$ cat config.mk
export PLATFORM = sky130hd
export DESIGN_NAME = riot_6532
export DESIGN_NICKNAME = d
export VERILOG_FILES = /design/src/rtl/riot_6532.sv
export SDC_FILE = /design/constraint.sdc
export NUM_CORES = 1
export LEC_CHECK = 0
export ABC_AREA = 1
export CAP_MARGIN = 30
export CORE_MARGIN = 1.5
export CORE_UTILIZATION = 25
export CTS_CLUSTER_DIAMETER = 50
export DETAILED_ROUTE_END_ITERATION = 8
export PLACE_DENSITY_LB_ADDON = 0.15
export SYNTH_ARGS = -nofsm -noshare
export SYNTH_HDL_FRONTEND = slang
export SYNTH_SLANG_ARGS = --single-unit
$ cat constraint.sdc
create_clock -name CLK -period 2.03 [get_ports CLK]
set_input_delay 0.406 -clock CLK [delete_from_list [all_inputs] [get_ports CLK]]
set_output_delay 0.406 -clock CLK [all_outputs]
set_load 0.02 [all_outputs]
$ cat src/rtl/riot_6532.sv
// riot_6532: MOS 6532 RIOT with 128x8 RAM, two I/O ports with DDRs and an interval timer.
module riot_6532 #(
    parameter int RAM_AW = 7
) (
    input  logic       CLK,
    input  logic       RES,
    input  logic       CS,
    input  logic       RS_n,
    input  logic [6:0] A,
    input  logic [7:0] Din,
    output logic [7:0] Dout,
    input  logic       R_W_n,
    input  logic [7:0] PA_in,
    output logic [7:0] PA_out,
    output logic [7:0] PA_oe,
    input  logic [7:0] PB_in,
    output logic [7:0] PB_out,
    output logic [7:0] PB_oe,
    output logic       IRQ_n
);
    logic [7:0] mem [2**RAM_AW];
    logic [7:0] ora_q, ora_d, ddra_q, ddra_d, orb_q, orb_d, ddrb_q, ddrb_d;
    logic [7:0] timer_q, timer_d;
    logic [9:0] pre_q, pre_d, lim;
    logic [1:0] div_q, div_d;
    logic       fast_q, fast_d, flag_q, flag_d, irqen_q, irqen_d;
    logic       wr, rd, io, tm, tm_wr, tm_rd, tick, wrap;
    logic [7:0] pa_rd, pb_rd;

    assign wr    = CS & ~R_W_n;
    assign rd    = CS & R_W_n;
    assign io    = RS_n & ~A[2];
    assign tm    = RS_n & A[2];
    assign tm_wr = wr & tm & A[4];
    assign tm_rd = rd & tm & ~A[0];
    assign lim   = div_q == 2'd0 ? 10'd0 : div_q == 2'd1 ? 10'd7 : div_q == 2'd2 ? 10'd63 : 10'd1023;
    // after the first wrap the prescaler is bypassed and the timer ticks every cycle
    assign tick  = fast_q | (pre_q == lim);
    assign wrap  = tick & (timer_q == 8'd0);
    assign pa_rd = (ddra_q & ora_q) | (~ddra_q & PA_in);
    assign pb_rd = (ddrb_q & orb_q) | (~ddrb_q & PB_in);

    always_comb begin
        ora_d   = (wr & io & A[1:0] == 2'd0) ? Din : ora_q;
        ddra_d  = (wr & io & A[1:0] == 2'd1) ? Din : ddra_q;
        orb_d   = (wr & io & A[1:0] == 2'd2) ? Din : orb_q;
        ddrb_d  = (wr & io & A[1:0] == 2'd3) ? Din : ddrb_q;
        timer_d = tm_wr ? Din : tick ? timer_q - 8'd1 : timer_q;
        pre_d   = (tm_wr | tick) ? 10'd0 : pre_q + 10'd1;
        div_d   = tm_wr ? A[1:0] : div_q;
        fast_d  = tm_wr ? 1'b0 : fast_q | wrap;
        flag_d  = tm_wr ? 1'b0 : wrap ? 1'b1 : tm_rd ? 1'b0 : flag_q;
        irqen_d = (tm_wr | tm_rd) ? A[3] : irqen_q;
    end

    always_ff @(posedge CLK or posedge RES) begin
        if (RES) begin
            ora_q   <= 8'h00;
            ddra_q  <= 8'h00;
            orb_q   <= 8'h00;
            ddrb_q  <= 8'h00;
            timer_q <= 8'hFF;
            pre_q   <= 10'd0;
            div_q   <= 2'd3;
            fast_q  <= 1'b0;
            flag_q  <= 1'b0;
            irqen_q <= 1'b0;
        end else begin
            ora_q   <= ora_d;
            ddra_q  <= ddra_d;
            orb_q   <= orb_d;
            ddrb_q  <= ddrb_d;
            timer_q <= timer_d;
            pre_q   <= pre_d;
            div_q   <= div_d;
            fast_q  <= fast_d;
            flag_q  <= flag_d;
            irqen_q <= irqen_d;
        end
    end

    always_ff @(posedge CLK) begin
        if (wr & ~RS_n) mem[A[RAM_AW-1:0]] <= Din;
    end

    always_comb begin
        Dout = 8'h00;
        if (CS)
            Dout = ~RS_n ? mem[A[RAM_AW-1:0]] :
                   ~A[2] ? (A[1:0] == 2'd0 ? pa_rd : A[1:0] == 2'd1 ? ddra_q : A[1:0] == 2'd2 ? pb_rd : ddrb_q) :
                   A[0]  ? {flag_q, 7'b0} : timer_q;
    end

    assign PA_out = ora_q;
    assign PA_oe  = ddra_q;
    assign PB_out = orb_q;
    assign PB_oe  = ddrb_q;
    assign IRQ_n  = ~(flag_q & irqen_q);
endmodule

==> results.toml <==
[logic_synthesis]
synth_flop_cell = "edfxtp_1"
yosysWarnings = 0
synth_top_cell_by_area = "edfxtp_1"
synth-seq-cells = 1079
avgSynthCellArea_um2 = 10.9
syn_inst = 4086
synthArstFlopShare = 0.0510
synth_area_leaders = "edfxtp_1 69%, nand2_1 16%, nand3_1 3.8%"
synth_top_area_frac = 0.689
yosysUniqueCellTypes = 35
synth_nets = 4124
yosys-top-cells-count = "1,883 x nand2_1, 1,024 x edfxtp_1, 338 x nand3_1, 246 x nor2_1, 96 x buf_2"
synth_seq_area_share = 0.720
yosysMostFrequentCell = "nand2_1"
synth_area_um2 = 44700
synth_edf_count = 1024

[drt]
viasPerCell = 4.45
ant_nets = 0
routed_wl_um = 156000
vias = 31500
drtIter0Drc = 2405
first_pass_iters = 5
drc = 0
wl_per_cell_um = 22.1

[final_layout]
final_area_um2 = 60400
layoutNonFillerInstCount = 7074
drive_gt1_frac = 0.239
fin_nets = 4658
num_antenna_cells = 0
syn2layout_area_growth_pct = 35.3

[worst_setup_path]
endpoint = "Dout[1]"
end_kind = "output port"
criticalPathCategory = "reg -> out"
cp_max_fo = 1
cp_num_buf_inv = 1
r2r_slack_ns = 0.35
path_cells = "nand2_1 -> nand2_1 -> nand2_1 -> nand4_1 -> nand3_2 -> nand2_1 -> nor2_2 -> nor2_4 -> nor2_4 -> nand2_2 -> nand2_1 -> a21oi_4 -> buf_2"
reg2reg_depth = 11
slowest_delay_ns = 0.35
cpMaxStageDelayCell = "edfxtp_1"
crit_path_start = "mem[79][1]$_DFFE_PP_"
path_delay_family = "simple AND/OR/NAND/NOR gates"
startpoint_type = "register"
critPathMostFrequentCell = "nand2_1"
cp.required_ns = 1.62
crit_arrival_ns = 2.57
timing.rr.end = "timer_q[2]$_DFFE_PP1N_"
rr_startpoint = "pre_q[2]$_DFF_PP0_"
cp.depth = 13

[clock_tree]
clk_latency_ns = 0.76
cts_buffers = 147
cts_tree = "yes"
clockBufferDepth = 3
cts_sinks = 1079
root_buffer = "clkbuf_16"
htree_levels = 4
path_clk_slew_ns = 0.06

[global_route]
grt_pass1_wl_um = 225000
grt_usage = 0.171
grt_max_degree = 61
grt_pass1_vias = 31800
grt_remaining_overflow = 0
antenna_found_initial = 3

[sta]
finalSetupViolCount = 8
rsz0062_at_grt = "true"
min_period_ns = 2.98
clock.fmax_mhz = 336
setup_slack_ns = -0.946
worst_clock_skew_ns = 0.00936
hold_viol = 0
holdWs_ns = 0.0424
slew_headroom = 0.668
post-route-period-util = 1.47
drv_slew = 0
worstMarginPinSlew_ns = 0.498

[power]
power_uw = 56900
irDropWorstVdd_uv = 832
p_per_area_nw_per_um2 = 941
p_leak_uw = 0.0228

[die]
core_um2 = 177000
rows = 154
die_h_um = 426
die_area_um2 = 181000
start_util = 0.252
die_x_um = 426
io_pins = 77

[outcome]
violations = "setup timing"
status = "finished, violations left"

[flow_run]
cap_viol_max_count = 0

[worst_hold_path]
hp-class = "in -> reg"

[placement]
hpwl_um = 99600
gp_congestion = 0.819
dp.cells = 6782
io_buffers = 76
dpl_cell_area_um2 = 53800
## through the flow
step                      setup slack, ns  TNS, ns  utilization
after floorplan                   -0.0978    -9.41            -
after global placement              -1.83  -486.05        0.304
after detailed placement            -1.79  -475.02        0.304
after CTS                           -1.05    -7.62        0.338
after global routing                -1.09    -7.83        0.342
final                              -0.946    -6.84        0.342
## cells by family (layout without fill, tap and decap cells)
group	count (synthesis)	count (layout)	share of synthesized area
buf+inv	281	929	0.0292
xor+xnor	7	7	0.00137
simple gates	2553	2553	0.229
compound gates	164	164	0.0201
fa+ha+maj	2	2	0.000560
flops	1079	1079	0.720
## power by group
part / switching (uW) / internal [uW] / leakage, uW
Clock: 10100 / 16200 / 0.00239
Combinational: 3510 / 2140 / 0.0105
Sequential: 217 / 24700 / 0.00990
## flip-flops by register name, indices dropped and copies added (netlist names)
signal	count
mem	1024
pre_q	10
PA_oe	8
PA_out	8
PB_oe	8
PB_out	8
timer_q	8
div_q	2
fast_q	1
flag_q	1
irqen_q	1
## what timing repair did
action	CTS	global route
setup endpoints to repair	41	8
cloned	8	4
setup buffers	8	11
gates resized for setup	305	114
hold buffers	4	0
pin swaps	54	62
hold endpoints to repair	41	0
## metal layers
layer,global-route usage,share of wire,routed length (um),vias to the layer above
li1,-,-,-,15000
met1,0.237,0.47,73000,15700
met2,0.282,0.48,74800,551
met3,0.0213,0.035,5420,201
met4,0.0410,0.019,3010,0
met5,0,0,0,-
## cell type report
type                       count  area [um2]
tap                         2340        2930
clock buffer                 178        3910
fill                       17600      116000
inverter                      65         280
sequential                  1079       32100
timing repair buffer         601        7040
clock inverter                85        1030
multi-input combinational   2726       13100
## cells in the final DEF, fill, tap and decap left out, types with 7 or more instances in the layout
| master | netlist | routed |
|---|---|---|
| nor2_2 | 1 | 32 |
| buf_6 | 1 | 30 |
| edfxtp_1 | 1024 | 1024 |
| nor3_1 | 7 | 7 |
| nand2_1 | 1883 | 1815 |
| a21oi_1 | 80 | 69 |
| clkbuf_16 | 0 | 155 |
| buf_16 | 0 | 10 |
| nand4_1 | 75 | 75 |
| dfrtp_1 | 45 | 45 |
| nand2_2 | 0 | 55 |
| nor2_4 | 1 | 114 |
| clkdlybuf4s15_2 | 0 | 13 |
| dfstp_2 | 10 | 10 |
| nor2_1 | 246 | 102 |
| nand3_4 | 0 | 8 |
| nand2_4 | 0 | 13 |
| clkinv_4 | 0 | 7 |
| bufinv_16 | 0 | 19 |
| clkdlybuf4s50_1 | 0 | 22 |
| nand3_2 | 0 | 98 |
| buf_12 | 0 | 148 |
| clkinvlp_4 | 0 | 11 |
| o21ai_0 | 52 | 46 |
| inv_6 | 1 | 11 |
| clkbuf_1 | 61 | 25 |
| clkinv_1 | 3 | 16 |
| o21ai_1 | 5 | 11 |
| clkinv_2 | 0 | 21 |
| a21oi_4 | 0 | 8 |
| nand3_1 | 338 | 232 |
| clkdlybuf4s15_1 | 0 | 15 |
| inv_1 | 59 | 58 |
| buf_4 | 31 | 341 |
## how the worst min path moves through the flow
stage                        start  cells past startpoint  slack (ns)              endpoint
2_1_floorplan   pre_q[0]$_DFF_PP0_                      1        0.45    pre_q[0]$_DFF_PP0_
3_3_place_gp   irqen_q$_DFFE_PP0P_                      2        0.48   irqen_q$_DFFE_PP0P_
3_5_place_dp   irqen_q$_DFFE_PP0P_                      2        0.49   irqen_q$_DFFE_PP0P_
4_1_cts                     Din[7]                      1       0.001  mem[89][7]$_DFFE_PP_
5_1_grt                     Din[7]                      1       0.005  mem[89][7]$_DFFE_PP_
6_report                    Din[7]                      1        0.04  mem[89][7]$_DFFE_PP_
Note: power is estimated with default switching activity, not from simulation.
